`src/rtl/muldiv_ctrl.sv`:
```
// Sequencer for the multi-cycle HI/LO unit: fixed-latency multiply, WIDTH-step restoring divide,
// pipeline stall while busy and a single-cycle HI/LO write pulse.
module muldiv_ctrl #(
    parameter int unsigned WIDTH   = 32,
    parameter int unsigned MUL_LAT = 2
) (
    input  logic             clk,
    input  logic             rst,
    input  logic             start_i,
    input  logic [1:0]       op_i,
    input  logic [WIDTH-1:0] a_i,
    input  logic [WIDTH-1:0] b_i,
    input  logic             cancel_i,
    output logic             stall_o,
    output logic             done_o,
    output logic [WIDTH-1:0] hi_o,
    output logic [WIDTH-1:0] lo_o
);

    localparam int unsigned CNT_W = $clog2((WIDTH > MUL_LAT) ? WIDTH : MUL_LAT) + 1;
    localparam int unsigned PW    = 2 * WIDTH;

    typedef enum logic [1:0] {
        S_IDLE = 2'd0,
        S_MUL  = 2'd1,
        S_DIV  = 2'd2,
        S_DONE = 2'd3
    } state_t;

    state_t             state_q, state_d;
    logic [CNT_W-1:0]   cnt_q, cnt_d;
    logic [WIDTH-1:0]   a_q, a_d;
    logic [WIDTH-1:0]   b_q, b_d;       // raw multiplier, or divisor magnitude
    logic [WIDTH-1:0]   rem_q, rem_d;
    logic [WIDTH-1:0]   quo_q, quo_d;   // dividend magnitude shifting out, quotient shifting in
    logic               sgn_q, sgn_d;
    logic               bneg_q, bneg_d;
    logic [WIDTH-1:0]   hi_q, hi_d;
    logic [WIDTH-1:0]   lo_q, lo_d;
    logic               done_q, done_d;

    logic               accept;
    logic               in_signed;
    logic [WIDTH-1:0]   a_mag_in;
    logic [WIDTH-1:0]   b_mag_in;
    logic [PW-1:0]      ext_a;
    logic [PW-1:0]      ext_b;
    logic [PW-1:0]      prod;
    logic [WIDTH:0]     rem_sh;
    logic               ge;
    logic [WIDTH-1:0]   rem_step;
    logic [WIDTH-1:0]   quo_step;
    logic               a_neg;

    assign accept    = start_i & ~cancel_i;
    assign in_signed = ~op_i[0];
    assign a_mag_in  = (in_signed & a_i[WIDTH-1]) ? -a_i : a_i;
    assign b_mag_in  = (in_signed & b_i[WIDTH-1]) ? -b_i : b_i;

    // Sign/zero extension to 2W makes the truncated product correct for both MULT and MULTU
    assign ext_a = {{WIDTH{sgn_q & a_q[WIDTH-1]}}, a_q};
    assign ext_b = {{WIDTH{sgn_q & b_q[WIDTH-1]}}, b_q};
    assign prod  = ext_a * ext_b;

    // One restoring step: shift in the next dividend bit, subtract divisor if it fits
    assign rem_sh   = {rem_q, quo_q[WIDTH-1]};
    assign ge       = rem_sh >= {1'b0, b_q};
    assign rem_step = ge ? WIDTH'(rem_sh - {1'b0, b_q}) : rem_sh[WIDTH-1:0];
    assign quo_step = {quo_q[WIDTH-2:0], ge};
    assign a_neg    = sgn_q & a_q[WIDTH-1];

    assign stall_o = ((state_q == S_IDLE) & accept) | (state_q == S_MUL) | (state_q == S_DIV);
    assign done_o  = done_q;
    assign hi_o    = hi_q;
    assign lo_o    = lo_q;

    always_comb begin
        state_d = state_q;
        cnt_d   = cnt_q;
        a_d     = a_q;
        b_d     = b_q;
        rem_d   = rem_q;
        quo_d   = quo_q;
        sgn_d   = sgn_q;
        bneg_d  = bneg_q;
        hi_d    = hi_q;
        lo_d    = lo_q;
        done_d  = 1'b0;

        case (state_q)
            S_IDLE: begin
                if (accept) begin
                    a_d   = a_i;
                    sgn_d = in_signed;
                    cnt_d = '0;
                    if (!op_i[1]) begin
                        b_d     = b_i;
                        state_d = S_MUL;
                    end else if (b_i == '0) begin
                        hi_d    = a_i;
                        lo_d    = '1;
                        state_d = S_DONE;
                    end else begin
                        b_d     = b_mag_in;
                        bneg_d  = in_signed & b_i[WIDTH-1];
                        rem_d   = '0;
                        quo_d   = a_mag_in;
                        state_d = S_DIV;
                    end
                end
            end
            S_MUL: begin
                if (cancel_i) begin
                    state_d = S_IDLE;
                end else if (cnt_q == CNT_W'(MUL_LAT - 1)) begin
                    hi_d    = prod[PW-1:WIDTH];
                    lo_d    = prod[WIDTH-1:0];
                    state_d = S_DONE;
                end else begin
                    cnt_d = cnt_q + CNT_W'(1);
                end
            end
            S_DIV: begin
                if (cancel_i) begin
                    state_d = S_IDLE;
                end else begin
                    rem_d = rem_step;
                    quo_d = quo_step;
                    if (cnt_q == CNT_W'(WIDTH - 1)) begin
                        lo_d    = (a_neg ^ bneg_q) ? -quo_step : quo_step;
                        hi_d    = a_neg ? -rem_step : rem_step;
                        state_d = S_DONE;
                    end else begin
                        cnt_d = cnt_q + CNT_W'(1);
                    end
                end
            end
            S_DONE: begin
                state_d = S_IDLE;
            end
            default: begin
                state_d = S_IDLE;
            end
        endcase

        done_d = (state_d == S_DONE);
    end

    always_ff @(posedge clk) begin
        if (rst) begin
            state_q <= S_IDLE;
            cnt_q   <= '0;
            a_q     <= '0;
            b_q     <= '0;
            rem_q   <= '0;
            quo_q   <= '0;
            sgn_q   <= 1'b0;
            bneg_q  <= 1'b0;
            hi_q    <= '0;
            lo_q    <= '0;
            done_q  <= 1'b0;
        end else begin
            state_q <= state_d;
            cnt_q   <= cnt_d;
            a_q     <= a_d;
            b_q     <= b_d;
            rem_q   <= rem_d;
            quo_q   <= quo_d;
            sgn_q   <= sgn_d;
            bneg_q  <= bneg_d;
            hi_q    <= hi_d;
            lo_q    <= lo_d;
            done_q  <= done_d;
        end
    end

endmodule

```
`config.mk`:
```
export PLATFORM = sky130hd
export DESIGN_NAME = muldiv_ctrl
export DESIGN_NICKNAME = d
export VERILOG_FILES = /design/src/rtl/muldiv_ctrl.sv
export SDC_FILE = /design/constraint.sdc
export NUM_CORES = 2
export LEC_CHECK = 0
export BUFFER_PORTS_ARGS = -buffer_cell sky130_fd_sc_hd__buf_2
export CORE_MARGIN = 5
export CORE_UTILIZATION = 35
export CTS_CLUSTER_DIAMETER = 200
export DETAILED_ROUTE_END_ITERATION = 10
export SYNTH_ARGS = -nofsm -noshare
export SYNTH_HDL_FRONTEND = slang
export SYNTH_SLANG_ARGS = --single-unit
```
`constraint.sdc`:
```
create_clock -name clk -period 24.2 [get_ports clk]
set_input_delay 0 -clock clk [delete_from_list [all_inputs] [get_ports clk]]
set_output_delay 0 -clock clk [all_outputs]
set_load 0.01 [all_outputs]
```
==> impl_metrics.ini <==
[synth]
synth_fa_ha_area_frac = 0.497
synthFlopType = dfxtp_1
syn_area_mm2 = 0.0517
synth_compound_area_frac = 0.0969
yosysMostFrequentCell = inv_1
synthArstFlopShare = 0
synthMuxAreaShare = 0.00353
synth_fp_nets = 7521
yosys.area.top_type_share = 0.436
yosysSeqAreaShare = 0.0786
synth_edf_count = 0
synth_cell_types = 79
synth_top_family_by_area = adder cells
synth-simple-area-share = 0.173
syn_inst = 6071
syn_avg_cell_area_um2 = 8.52
synth-xor-area-share = 0.0364
synthTopCellsByArea = fa_1 44%, inv_1 8.6%, dfxtp_1 7.9%
synth_seq_cells = 203
synth_warnings = 0
synth_common_cells = 1190 x inv_1, 1126 x fa_1, 1013 x nand2_1
synth_top_area_cell = fa_1

[floorplan]
num_rows = 141
die_area_mm2 = 0.156
initial_core_util = 0.351
io_pins = 136
core_mm2 = 0.147
die_width_um = 394
fp.dieH_um = 394

[cts]
clock-root-buffer = clkbuf_16
cts_hold_buf = 91
h-tree-depth = 1
cts_setup_buffers = 0
cts_buffer_depth = 3
cts_resized = 0
clk_pin_slew_worst_paths_ps = 90
clock_sinks = 203
cts_buffers = 25
insertion_delay_ps = 620
cts_tree = yes

[detailed_routing]
ant_nets = 0
via_count = 41500
wl_per_cell_um = 19.8
viasPerCell = 5.19
routed_wirelength_um = 158000
dr.pass1.iters = 5
drc = 0
drtIter0Drc = 2703

[global_routing]
grt_use_total = 0.203
gr-total-overflow = 0
antenna_found_initial = 4
grt_max_degree = 99
first_global_vias = 43400
grt_pass1_wl_um = 252000

[power]
power.leakage_uw = 0.0261
ir_drop_v = 0.0000502
p_int_uw = 836
p_seq_frac = 0.240
combPwrFrac = 0.482
swShare = 0.455
pwr-share-clk = 0.277
p_per_area_mw_per_mm2 = 27.5
switchingPower_uw = 699

[timing]
min_period_ps = 9570
whs_ps = 52.3
clock_skew_ps = 44.4
hold_viol = 0
max_slew_margin = 0.171
post-route-period-util = 0.395
setup_viol_count_final = 0
fmax_mhz = 105
slew_viol_final = 0
worst_slew_pin_slew_ps = 1240
rsz0062_at_grt = false
setup_tns_ps = 0

[placed_design]
portBuffers = 135
place_congestion = 0.936
hpwl_um = 125000
placed_area_mm2 = 0.0541

[worst_setup_path]
cp.required_ps = 24660
critPathMaxFanout = 35
path_class = register to register
slowest_stage = fa_1
cp_common_cell = fa_1
crit_arrival_ps = 10020
max_stage_delay_ps = 630
critPathLaunchType = register
critPathCaptureType = register

[hold_path]
hold_path.class = primary input to register

[cells_and_area]
num-nets-final = 7488
final_util = 0.379
layout-drive-gt1-share = 0.0535
fin_area_mm2 = 0.0558
syn_to_final_growth_pct = 7.99

[outcome]
status = finished clean

[flow_run]
cap_violations = 0
[state kept, by name (all words and copies together), names as in the netlist]
| name | cells |
|---|---|
| a_q | 32 |
| cnt_q | 6 |
| lo_o | 32 |
| hi_o | 32 |
| done_o | 1 |
| sgn_q | 1 |
| b_q | 32 |
| quo_q | 32 |
| bneg_q | 1 |
| rem_q | 32 |
| state_q | 2 |
[cell usage in the layout, fill, tap and decap left out, types with 50 or more instances in the layout]
cell type / count
a21oi_1: 242
nand3_1: 50
fa_1: 1126
xnor2_1: 122
xor2_1: 93
buf_2: 134
dfxtp_1: 199
buf_4: 85
dlygate4sd3_1: 91
nor3_1: 87
o21ai_0: 119
nor2_1: 249
nand2_1: 1013
and2_1: 352
a211oi_1: 63
ha_1: 252
inv_1: 1190
[worst max-delay path: cells and delay by family, from the launching register on]
kind / cells / cell delay [ps]
AO/OA/AOI/OAI: 6 / 2070
adder cells (fa/ha/maj): 9 / 4530
buffers and inverters: 7 / 1460
flip-flops: 1 / 340
AND/OR/NAND/NOR: 5 / 960
[stage by stage]
stage,std cells,worst slack (ps),total power (µW)
after CTS,7986,14690,1540
after global routing,7987,14030,1630
after floorplan,6071,15540,850
after global placement,7850,14920,1090
after detailed placement,7850,14760,1100
final,7989,14630,1540
[cell type report]
cell class	count	area (µm²)
Tap cell	1930	2410
Inverter	1193	4480
Timing Repair Buffer	311	2230
Multi-Input combinational cell	4304	41800
Clock inverter	17	219
Antenna cell	3	7.51
Clock buffer	28	647
Sequential cell	203	4070
Fill cell	14900	91500
[routing by layer]
metal  share of wire  vias up  wire (µm)  GRT usage
met4           0.044        0       6900     0.0697
met1            0.41    21400      65400      0.267
met3           0.060      266       9450     0.0264
met2            0.48     1346      76100      0.344
li1                -    18500          -          -
met5               0        -          0          0
[worst paths after layout]
path | depth (start not counted) | end | startpoint | slack, ps
worst max-delay path | 27 | hi_o[30] | a_q[31] | 14630
worst min-delay path | 5 | state_q[0] | start_i | 50
worst max register to register | 27 | hi_o[30] | a_q[31] | 14630
worst min register to register | 2 | a_q[17] | a_q[17] | 450
[power groups by stage]
stage / clock network [µW] / registers [µW] / logic, µW
5_1_grt: 445 / 371 / 815
6_report: 426 / 369 / 741
3_5_place_dp: 0 / 376 / 721
3_3_place_gp: 0 / 376 / 715
4_1_cts: 430 / 369 / 739
2_1_floorplan: 0 / 372 / 478
[kinds of logic after synthesis]
family | after synthesis
flops | 203
mux | 18
xor+xnor | 215
compound gates | 749
fa+ha+maj | 1380
simple gates | 1942
buf+inv | 1564
Note: power is estimated with default switching activity, not from simulation.
